--- config.mk ---
export PLATFORM = sky130hd
export DESIGN_NAME = rand_move_picker
export DESIGN_NICKNAME = d
export VERILOG_FILES = /design/src/rtl/connect6_defs.sv /design/src/rtl/rand_lfsr8.sv /design/src/rtl/rand_move_picker.sv
export SDC_FILE = /design/constraint.sdc
export NUM_CORES = 1
export LEC_CHECK = 0
export BUFFER_PORTS_ARGS = -buffer_cell sky130_fd_sc_hd__buf_4
export CORE_ASPECT_RATIO = 0.75
export CORE_MARGIN = 2
export CORE_UTILIZATION = 60
export CTS_BUF_LIST = sky130_fd_sc_hd__clkbuf_4
export DETAILED_ROUTE_END_ITERATION = 8
export GPL_TIMING_DRIVEN = 0
export PLACE_DENSITY_LB_ADDON = 0.08
export SKIP_LAST_GASP = 1
export SYNTH_ARGS = -nofsm -noshare
export SYNTH_HDL_FRONTEND = slang
export SYNTH_SLANG_ARGS = --single-unit
--- constraint.sdc ---
create_clock -name i_clk -period 5.2 [get_ports i_clk]
set_input_delay 0 -clock i_clk [delete_from_list [all_inputs] [get_ports i_clk]]
set_output_delay 0 -clock i_clk [all_outputs]
set_load 0.05 [all_outputs]
--- src/rtl/connect6_defs.sv ---
// rtl/connect6_defs.sv - shared board geometry, picker state encoding and LFSR constants
//   BOARD_SIZE/COORD_W : board edge and coordinate width
//   MAX_TRIES/TRY_W    : occupied random candidates before the row-major scan, counter width
//   LFSR_SEED/TAPS     : whitening LFSR reset value and Galois feedback mask
//   pick_state_t       : rand_move_picker state encoding
package connect6_defs;

    localparam int BOARD_SIZE = 19;
    localparam int COORD_W    = 5;
    localparam int MAX_TRIES  = 8;
    localparam int TRY_W      = 4;

    localparam logic [7:0] LFSR_SEED = 8'hA5;
    // x^8+x^6+x^5+x^4+1, shift-left Galois form: bits for x^6, x^5, x^4 and x^0
    localparam logic [7:0] LFSR_TAPS = 8'h71;

    typedef enum logic [2:0] {
        ST_IDLE     = 3'd0,
        ST_SAMPLE_X = 3'd1,
        ST_SAMPLE_Y = 3'd2,
        ST_QUERY    = 3'd3,
        ST_CHECK    = 3'd4,
        ST_DONE     = 3'd5,
        ST_FAIL     = 3'd6
    } pick_state_t;

endpackage

--- src/rtl/rand_lfsr8.sv ---
// rtl/rand_lfsr8.sv - free-running 8-bit Galois LFSR used to whiten the random counter
//   i_clk   : clock
//   i_rst   : synchronous active-high reset, loads LFSR_SEED
//   o_value : current LFSR state, advances every cycle
module rand_lfsr8
    import connect6_defs::*;
(
    input  logic       i_clk,
    input  logic       i_rst,
    output logic [7:0] o_value
);

    logic [7:0] lfsr_q;

    always_ff @(posedge i_clk) begin
        if (i_rst) begin
            lfsr_q <= LFSR_SEED;
        end else begin
            lfsr_q <= {lfsr_q[6:0], 1'b0} ^ (lfsr_q[7] ? LFSR_TAPS : 8'h00);
        end
    end

    assign o_value = lfsr_q;

endmodule

--- src/rtl/rand_move_picker.sv ---
// rtl/rand_move_picker.sv - random opening-move picker with occupied-cell retry and row-major scan fallback
//   i_clk, i_rst          : clock, synchronous active-high reset
//   i_req                 : move request, honoured only in IDLE
//   i_rand_value          : free-running random counter
//   o_rd_en/o_rd_x/o_rd_y : board occupancy read, answered by i_rd_occupied one cycle later
//   o_move_x/o_move_y     : last chosen move, held between requests
//   o_move_valid          : one-cycle pulse with a new move
//   o_move_fail           : one-cycle pulse when every cell is occupied
//   o_busy                : high outside IDLE
//   Build option RAND_LFSR_WHITEN_EN: XOR candidates with an internal LFSR (rand_lfsr8).
module rand_move_picker
    import connect6_defs::*;
(
    input  logic               i_clk,
    input  logic               i_rst,
    input  logic               i_req,
    input  logic [7:0]         i_rand_value,
    output logic               o_rd_en,
    output logic [COORD_W-1:0] o_rd_x,
    output logic [COORD_W-1:0] o_rd_y,
    input  logic               i_rd_occupied,
    output logic [COORD_W-1:0] o_move_x,
    output logic [COORD_W-1:0] o_move_y,
    output logic               o_move_valid,
    output logic               o_move_fail,
    output logic               o_busy
);

    localparam logic [COORD_W-1:0] LAST_COORD = COORD_W'(BOARD_SIZE - 1);
    localparam logic [TRY_W-1:0]   TRY_LIMIT  = TRY_W'(MAX_TRIES);

    pick_state_t        state_q, state_d;
    logic [COORD_W-1:0] x_q, y_q;
    logic [COORD_W-1:0] move_x_q, move_y_q;
    logic [TRY_W-1:0]   tries_q;
    logic               scan_q;

    logic [7:0]         cand_src;
    logic [COORD_W-1:0] cand;
    logic               cand_ok;
    logic [TRY_W-1:0]   tries_inc;
    logic               last_try;
    logic               at_last_cell;

`ifdef RAND_LFSR_WHITEN_EN
    logic [7:0] lfsr_value;

    rand_lfsr8 u_lfsr (
        .i_clk   (i_clk),
        .i_rst   (i_rst),
        .o_value (lfsr_value)
    );

    assign cand_src = i_rand_value ^ lfsr_value;
`else
    assign cand_src = i_rand_value;
`endif

    // Out-of-range candidates are rejected rather than folded so the accepted
    // distribution stays uniform over 0..BOARD_SIZE-1.
    assign cand         = cand_src[COORD_W-1:0];
    assign cand_ok      = (cand < COORD_W'(BOARD_SIZE));
    assign tries_inc    = tries_q + TRY_W'(1);
    assign last_try     = (tries_inc == TRY_LIMIT);
    assign at_last_cell = (x_q == LAST_COORD) && (y_q == LAST_COORD);

    always_ff @(posedge i_clk) begin
        if (i_rst) begin
            state_q <= ST_IDLE;
        end else begin
            state_q <= state_d;
        end
    end

    always_comb begin
        state_d = state_q;
        case (state_q)
            ST_IDLE:     if (i_req) state_d = ST_SAMPLE_X;
            ST_SAMPLE_X: if (cand_ok) state_d = ST_SAMPLE_Y;
            ST_SAMPLE_Y: if (cand_ok) state_d = ST_QUERY;
            ST_QUERY:    state_d = ST_CHECK;
            ST_CHECK: begin
                if (!i_rd_occupied) begin
                    state_d = ST_DONE;
                end else if (!scan_q) begin
                    state_d = last_try ? ST_QUERY : ST_SAMPLE_X;
                end else begin
                    state_d = at_last_cell ? ST_FAIL : ST_QUERY;
                end
            end
            ST_DONE:     state_d = ST_IDLE;
            ST_FAIL:     state_d = ST_IDLE;
            default:     state_d = ST_IDLE;
        endcase
    end

    // Candidate, try counter and scan position. The move registers load in
    // CHECK so they are already stable while o_move_valid pulses in DONE.
    always_ff @(posedge i_clk) begin
        if (i_rst) begin
            x_q      <= '0;
            y_q      <= '0;
            move_x_q <= '0;
            move_y_q <= '0;
            tries_q  <= '0;
            scan_q   <= 1'b0;
        end else begin
            case (state_q)
                ST_SAMPLE_X: if (cand_ok) x_q <= cand;
                ST_SAMPLE_Y: if (cand_ok) y_q <= cand;
                ST_CHECK: begin
                    if (!i_rd_occupied) begin
                        move_x_q <= x_q;
                        move_y_q <= y_q;
                    end else if (!scan_q) begin
                        tries_q <= tries_inc;
                        if (last_try) begin
                            scan_q <= 1'b1;
                            x_q    <= '0;
                            y_q    <= '0;
                        end
                    end else if (x_q == LAST_COORD) begin
                        x_q <= '0;
                        if (y_q != LAST_COORD) begin
                            y_q <= y_q + COORD_W'(1);
                        end
                    end else begin
                        x_q <= x_q + COORD_W'(1);
                    end
                end
                ST_DONE, ST_FAIL: begin
                    tries_q <= '0;
                    scan_q  <= 1'b0;
                end
                default: ;
            endcase
        end
    end

    always_comb begin
        o_rd_en      = 1'b0;
        o_move_valid = 1'b0;
        o_move_fail  = 1'b0;
        o_busy       = (state_q != ST_IDLE);
        case (state_q)
            ST_QUERY: o_rd_en      = 1'b1;
            ST_DONE:  o_move_valid = 1'b1;
            ST_FAIL:  o_move_fail  = 1'b1;
            default: ;
        endcase
    end

    assign o_rd_x   = x_q;
    assign o_rd_y   = y_q;
    assign o_move_x = move_x_q;
    assign o_move_y = move_y_q;

endmodule

# Yosys cells after proc, flatten, opt, wreduce, memory -nomap -nowiden
# Index checks and enable logic that the tools add are counted.
# W data, S select, Z words.
[word_totals]
register_bits = 28
input_bits = 12
[op_classes]
addsub = 3
magnitude_cmp = 1
eq_ne = 18
n_mux = 29
bitwise = 1
reduce_logical = 13
[op_table]
columns = ["operator", "n"]
rows = [
  ["$mux W5", 9],
  ["$pmux W5 S2", 2],
  ["$mux W3", 6],
  ["$pmux W3 S5", 1],
  ["$add A5 B1 Y5 const B", 2],
  ["$eq A5 B5 Y1 const B", 2],
  ["$ne A2 B2 Y1 const B", 5],
  ["$eq A3 B3 Y1 const B", 3],
  ["$ne A3 B3 Y1 const B", 3],
  ["$mux W4", 2],
  ["$pmux W4 S2", 1],
  ["$eq A3 B2 Y1 const B", 2],
  ["$mux W1", 6],
  ["$reduce_and A3 Y1", 2],
  ["$reduce_and A6 Y1", 1],
  ["$reduce_bool A2 Y1", 3],
  ["$lt A5 B5 Y1 const B", 1],
  ["$ne A5 B5 Y1 const B", 1],
  ["$add A4 B1 Y4 const B", 1],
  ["$eq A4 B4 Y1 const B", 1],
  ["$reduce_and A2 Y1", 2],
  ["$reduce_and A4 Y1", 1],
  ["$eq A3 B1 Y1 const B", 1],
  ["$logic_not A3 Y1", 1],
  ["other kinds (6)", 6],
]

# Depth between registers and ports, before layout
[logic_depth]
ltp_word = 6
depth_mapped = 7
depth_no_buf = 7

# Worst setup path after synthesis
# No wires, ideal clock.
[synth_path]
path_type = "reg2reg"
start = "register x_q[1] (netlist: o_rd_x[1])"
end = "register y_q[2] (netlist: o_rd_y[2])"
setup_time_ns = 0.074
t_arrival_ns = 2.023
t_required_ns = 5.126
setup_slack_ns = 3.102
stages_incl_launch_ff = 7
period_less_slack_ns = 2.098
path_cell_list = "dfxtp_1 -> ha_1 -> and4bb_4 -> o21ai_2 -> a21o_1 -> or4_1 -> o21ai_0"
[synth_via]
elab_chain_cells = 3
[synth_rtl]
columns = ["item", "line_no", "source"]
rows = [
  ["start, declared", "rand_move_picker.sv:33", "logic [COORD_W-1:0] x_q, y_q;"],
  ["start signal, assigned", "rand_move_picker.sv:109", "ST_SAMPLE_X: if (cand_ok) x_q <= cand;"],
  ["start signal, assigned", "rand_move_picker.sv:128", "x_q <= x_q + COORD_W'(1);"],
  ["$eq A5 B5 Y1", "rand_move_picker.sv:122", "end else if (x_q == LAST_COORD) begin"],
  ["$ne A3 B3 Y1 (no line)", "n/a", ""],
  ["$reduce_and A6 Y1 (no line)", "n/a", ""],
  ["end signal, assigned", "rand_move_picker.sv:110", "ST_SAMPLE_Y: if (cand_ok) y_q <= cand;"],
  ["end signal, assigned", "rand_move_picker.sv:125", "y_q <= y_q + COORD_W'(1);"],
  ["end, declared", "rand_move_picker.sv:33", ""],
]
# No other way between the ends.
# A chain may end at the register's enable or synchronous reset.

# Worst setup path after layout
[layout_path]
start = "register state_q[1]"
end = "register x_q[3] (netlist: o_rd_x[3])"
[layout_via]
elab_chain_cells = 3
[layout_rtl]
columns = ["item", "line_no", "source"]
rows = [
  ["start, declared", "rand_move_picker.sv:32", "pick_state_t state_q, state_d;"],
  ["start signal, assigned", "rand_move_picker.sv:71", "state_q <= state_d;"],
  ["$eq A3 B3 Y1 or $eq A3 B1 Y1 (tied branches)", "rand_move_picker.sv:108", "case (state_q)"],
  ["$ne A3 B3 Y1 (no line), or another cell as far along", "n/a", ""],
  ["$reduce_and A4 Y1 (no line)", "n/a", ""],
]
# Parallel ways exist; a longest one is shown, timed or not.

==> flow_metrics.py <==
metrics = {
    "worst_setup_path": {
        "critPathRequiredTime_ps": 5440,
        "r2r-end": "o_rd_x[3]$_SDFFE_PP0P_",
        "slowest_delay_ps": 540,
        "cp-start-kind": "flip-flop",
        "path_cells": "buf_4 -> nand4bb_2 -> a211oi_2 -> nor3_2 -> a21oi_1 -> o221a_2",
        "reg2reg_slack_ps": 3250,
        "crit_slowest_cell": "nor3_2",
        "arrival_ps": 2190,
        "end_kind": "flip-flop",
        "path_class": "flip-flop to flip-flop",
        "critPathMaxFanout": 10,
        "reg2regPathDepth": 6,
        "r2r_start": "state_q[1]$_SDFFE_PP0P_",
    },
    "synthesis": {
        "ys_types": 51,
        "yosysSeqAreaShare": 0.357,
        "synthFlopType": "dfxtp_1",
        "synthesis.area_um2": 1570,
        "synthTopCellsByArea": "dfxtp_1, nand2_1, a21oi_1, o21ai_0, ha_1",
        "synth-edff-count": 0,
        "yosys-top-cells-count": "nand2_1, dfxtp_1, a21oi_1, nor2_1, o21ai_0",
        "yosys_register_bits": 28,
        "synth_top_area_frac": 0.357,
        "synthArstFlopShare": 0,
        "synth_top_area_cell": "dfxtp_1",
        "synthesis.nets": 214,
        "avgSynthCellArea_um2": 7.98,
        "yosys_warnings": 0,
        "synthCells": 197,
        "yosysMostFrequentCell": "nand2_1",
    },
    "place": {
        "dp_cells": 264,
        "dp_hpwl_mm": 3.04,
        "routabilityCongestion": 0.851,
        "io_buffers": 31,
    },
    "timing": {
        "min_period_ps": 1950,
        "setup_viol": 0,
        "period_share": 0.376,
        "fin_tns_setup_ps": 0,
        "hold_viol": 0,
        "max_freq_ghz": 0.512,
        "skew_ps": 7.45,
        "worst_pin_slew_ps": 611,
        "slew_headroom": 0.590,
        "hold_ws_ps": 33.0,
        "slew_violations": 0,
        "grt_setup_unrepaired": "false",
    },
    "detailed_routing": {
        "via_per_inst": 6.06,
        "drt_first_iter_violations": 176,
        "vias": 1624,
        "drtAntennaViolNets": 0,
        "wl_met1_mm": 1.71,
        "met2WireLength_mm": 1.91,
        "wl_met3_um": 300,
        "first_pass_iters": 4,
        "wl_per_cell_um": 14.8,
        "highest_layer": "met4",
        "drc": 0,
        "routed_wirelength_mm": 3.96,
    },
    "final_layout": {
        "antenna_cells": 0,
        "syn_to_final_growth_pct": 19.3,
        "finalNetCount": 250,
        "drive_gt1_frac": 0.216,
        "stdcell_count": 268,
        "fillers": 205,
    },
    "clocking": {
        "clockBufferDepth": 2,
        "cts_buffers": 3,
        "h-tree-depth": 1,
        "cts-resized-gates": 0,
        "cts_root_buf": "clkbuf_4",
        "postCtsSetupRepairBufs": 0,
        "insertion_delay_ps": 330,
        "clk_pin_slew_worst_paths_ps": 150,
        "postCtsHoldBufs": 0,
        "clock_sinks": 28,
        "cts_tree": "built",
    },
    "global_routing": {
        "grt.total_usage": 0.267,
        "grt_first_pass_wirelength_mm": 6.59,
        "gr-total-overflow": 0,
        "grt_pass1_vias": 1426,
        "antenna_found_initial": 0,
        "grt_max_degree": 16,
    },
    "hold_path": {
        "hold_path.class": "input port to flip-flop",
        "min_path_cells": 5,
        "min_to": "state_q[0]$_SDFFE_PP0P_",
        "min_from": "i_req",
    },
    "floorplan": {
        "ios": 36,
        "die_area_um2": 3050,
        "dieHeight_um": 48.3,
        "coreArea_um2": 2540,
        "start_util": 0.618,
        "die_w_um": 63.1,
        "num_rows": 16,
    },
    "power_and_ir_drop": {
        "p_per_area_nw_per_um2": 226,
        "leakagePower_nw": 0.729,
        "peakVddDrop_mv": 0.156,
        "finalPower_uw": 424,
    },
    "status": {
        "status": "finished clean",
    },
    "job": {
        "cap_viol_max_count": 0,
    },
}
[power by group]
group	internal [mW]	leakage [nW]	switching [mW]	total, mW
sequential	0.222	0.227	0.0103	0.232
clock	0.0282	0.0154	0.0631	0.0913
combinational	0.0343	0.487	0.0660	0.100
total	0.284	0.729	0.139	0.424
[worst max path at each step]
| stage | start | slack (ps) | cells after the start | to |
|---|---|---|---|---|
| 5_1_grt | o_rd_y[0]$_SDFFE_PP0P_ | 3130 | 7 | o_rd_y[0]$_SDFFE_PP0P_ |
| 3_3_place_gp | o_rd_x[1]$_SDFFE_PP0P_ | 3360 | 6 | o_rd_y[2]$_SDFFE_PP0P_ |
| 6_report | state_q[1]$_SDFFE_PP0P_ | 3250 | 6 | o_rd_x[3]$_SDFFE_PP0P_ |
| 4_1_cts | o_rd_x[1]$_SDFFE_PP0P_ | 3280 | 6 | o_rd_y[1]$_SDFFE_PP0P_ |
| 3_5_place_dp | o_rd_x[1]$_SDFFE_PP0P_ | 3320 | 6 | o_rd_y[1]$_SDFFE_PP0P_ |
| 2_1_floorplan | o_rd_x[1]$_SDFFE_PP0P_ | 3100 | 6 | o_rd_y[2]$_SDFFE_PP0P_ |
[state kept, by name (all words and copies together) (netlist names)]
register,cells
o_move_x,5
o_move_y,5
o_rd_x,5
o_rd_y,5
scan_q,1
state_q,3
tries_q,4
[cell type report]
cell class                      instances  area, µm²  area share
Buffer                                  8       36.3      0.0193
Clock buffer                            3       22.5      0.0120
Clock inverter                          1       3.75     0.00200
Inverter                                9       33.8      0.0180
Multi-Input combinational cell        152        941       0.502
Sequential cell                        28        561       0.299
Tap cell                               36       45.0      0.0240
Timing Repair Buffer                   31        233       0.124
[placed cells by master (no fill, tap or decap), types with 5 or more instances in the layout]
master / n
a21oi_1: 20
buf_4: 32
dfxtp_1: 28
ha_1: 5
inv_1: 9
nand2_1: 33
nand3_1: 6
nor2_1: 15
nor3_1: 6
o21ai_0: 13
[metal layers]
metal,GRT usage,up-vias
met4,0.0519,0
met2,0.436,82
met1,0.364,758
met3,0.0628,6
li1,-,778
met5,0,-
[cell families after synthesis]
logic type | Yosys count | share of synthesized area
compound gates | 62 | 0.272
xor+xnor | 4 | 0.0223
fa+ha+maj | 5 | 0.0398
buf+inv | 17 | 0.0446
flops | 28 | 0.357
mux | 1 | 0.00637
simple gates | 80 | 0.258
[metrics by stage]
step                       util  worst slack [ps]  cell area [µm²]
after floorplan               -              3100             1570
after global placement    0.727              3360             1850
after detailed placement  0.727              3320             1850
after CTS                 0.738              3280             1880
after global routing      0.738              3130             1880
final                     0.738              3250             1880
[worst max-delay path: cells and delay by family (launching register included)]
kind                   cells  cell delay [ps]
AO/OA/AOI/OAI              3              450
flip-flops                 1              440
AND/OR/NAND/NOR            2              770
buffers and inverters      1              210
(Power assumes the default switching activity.)
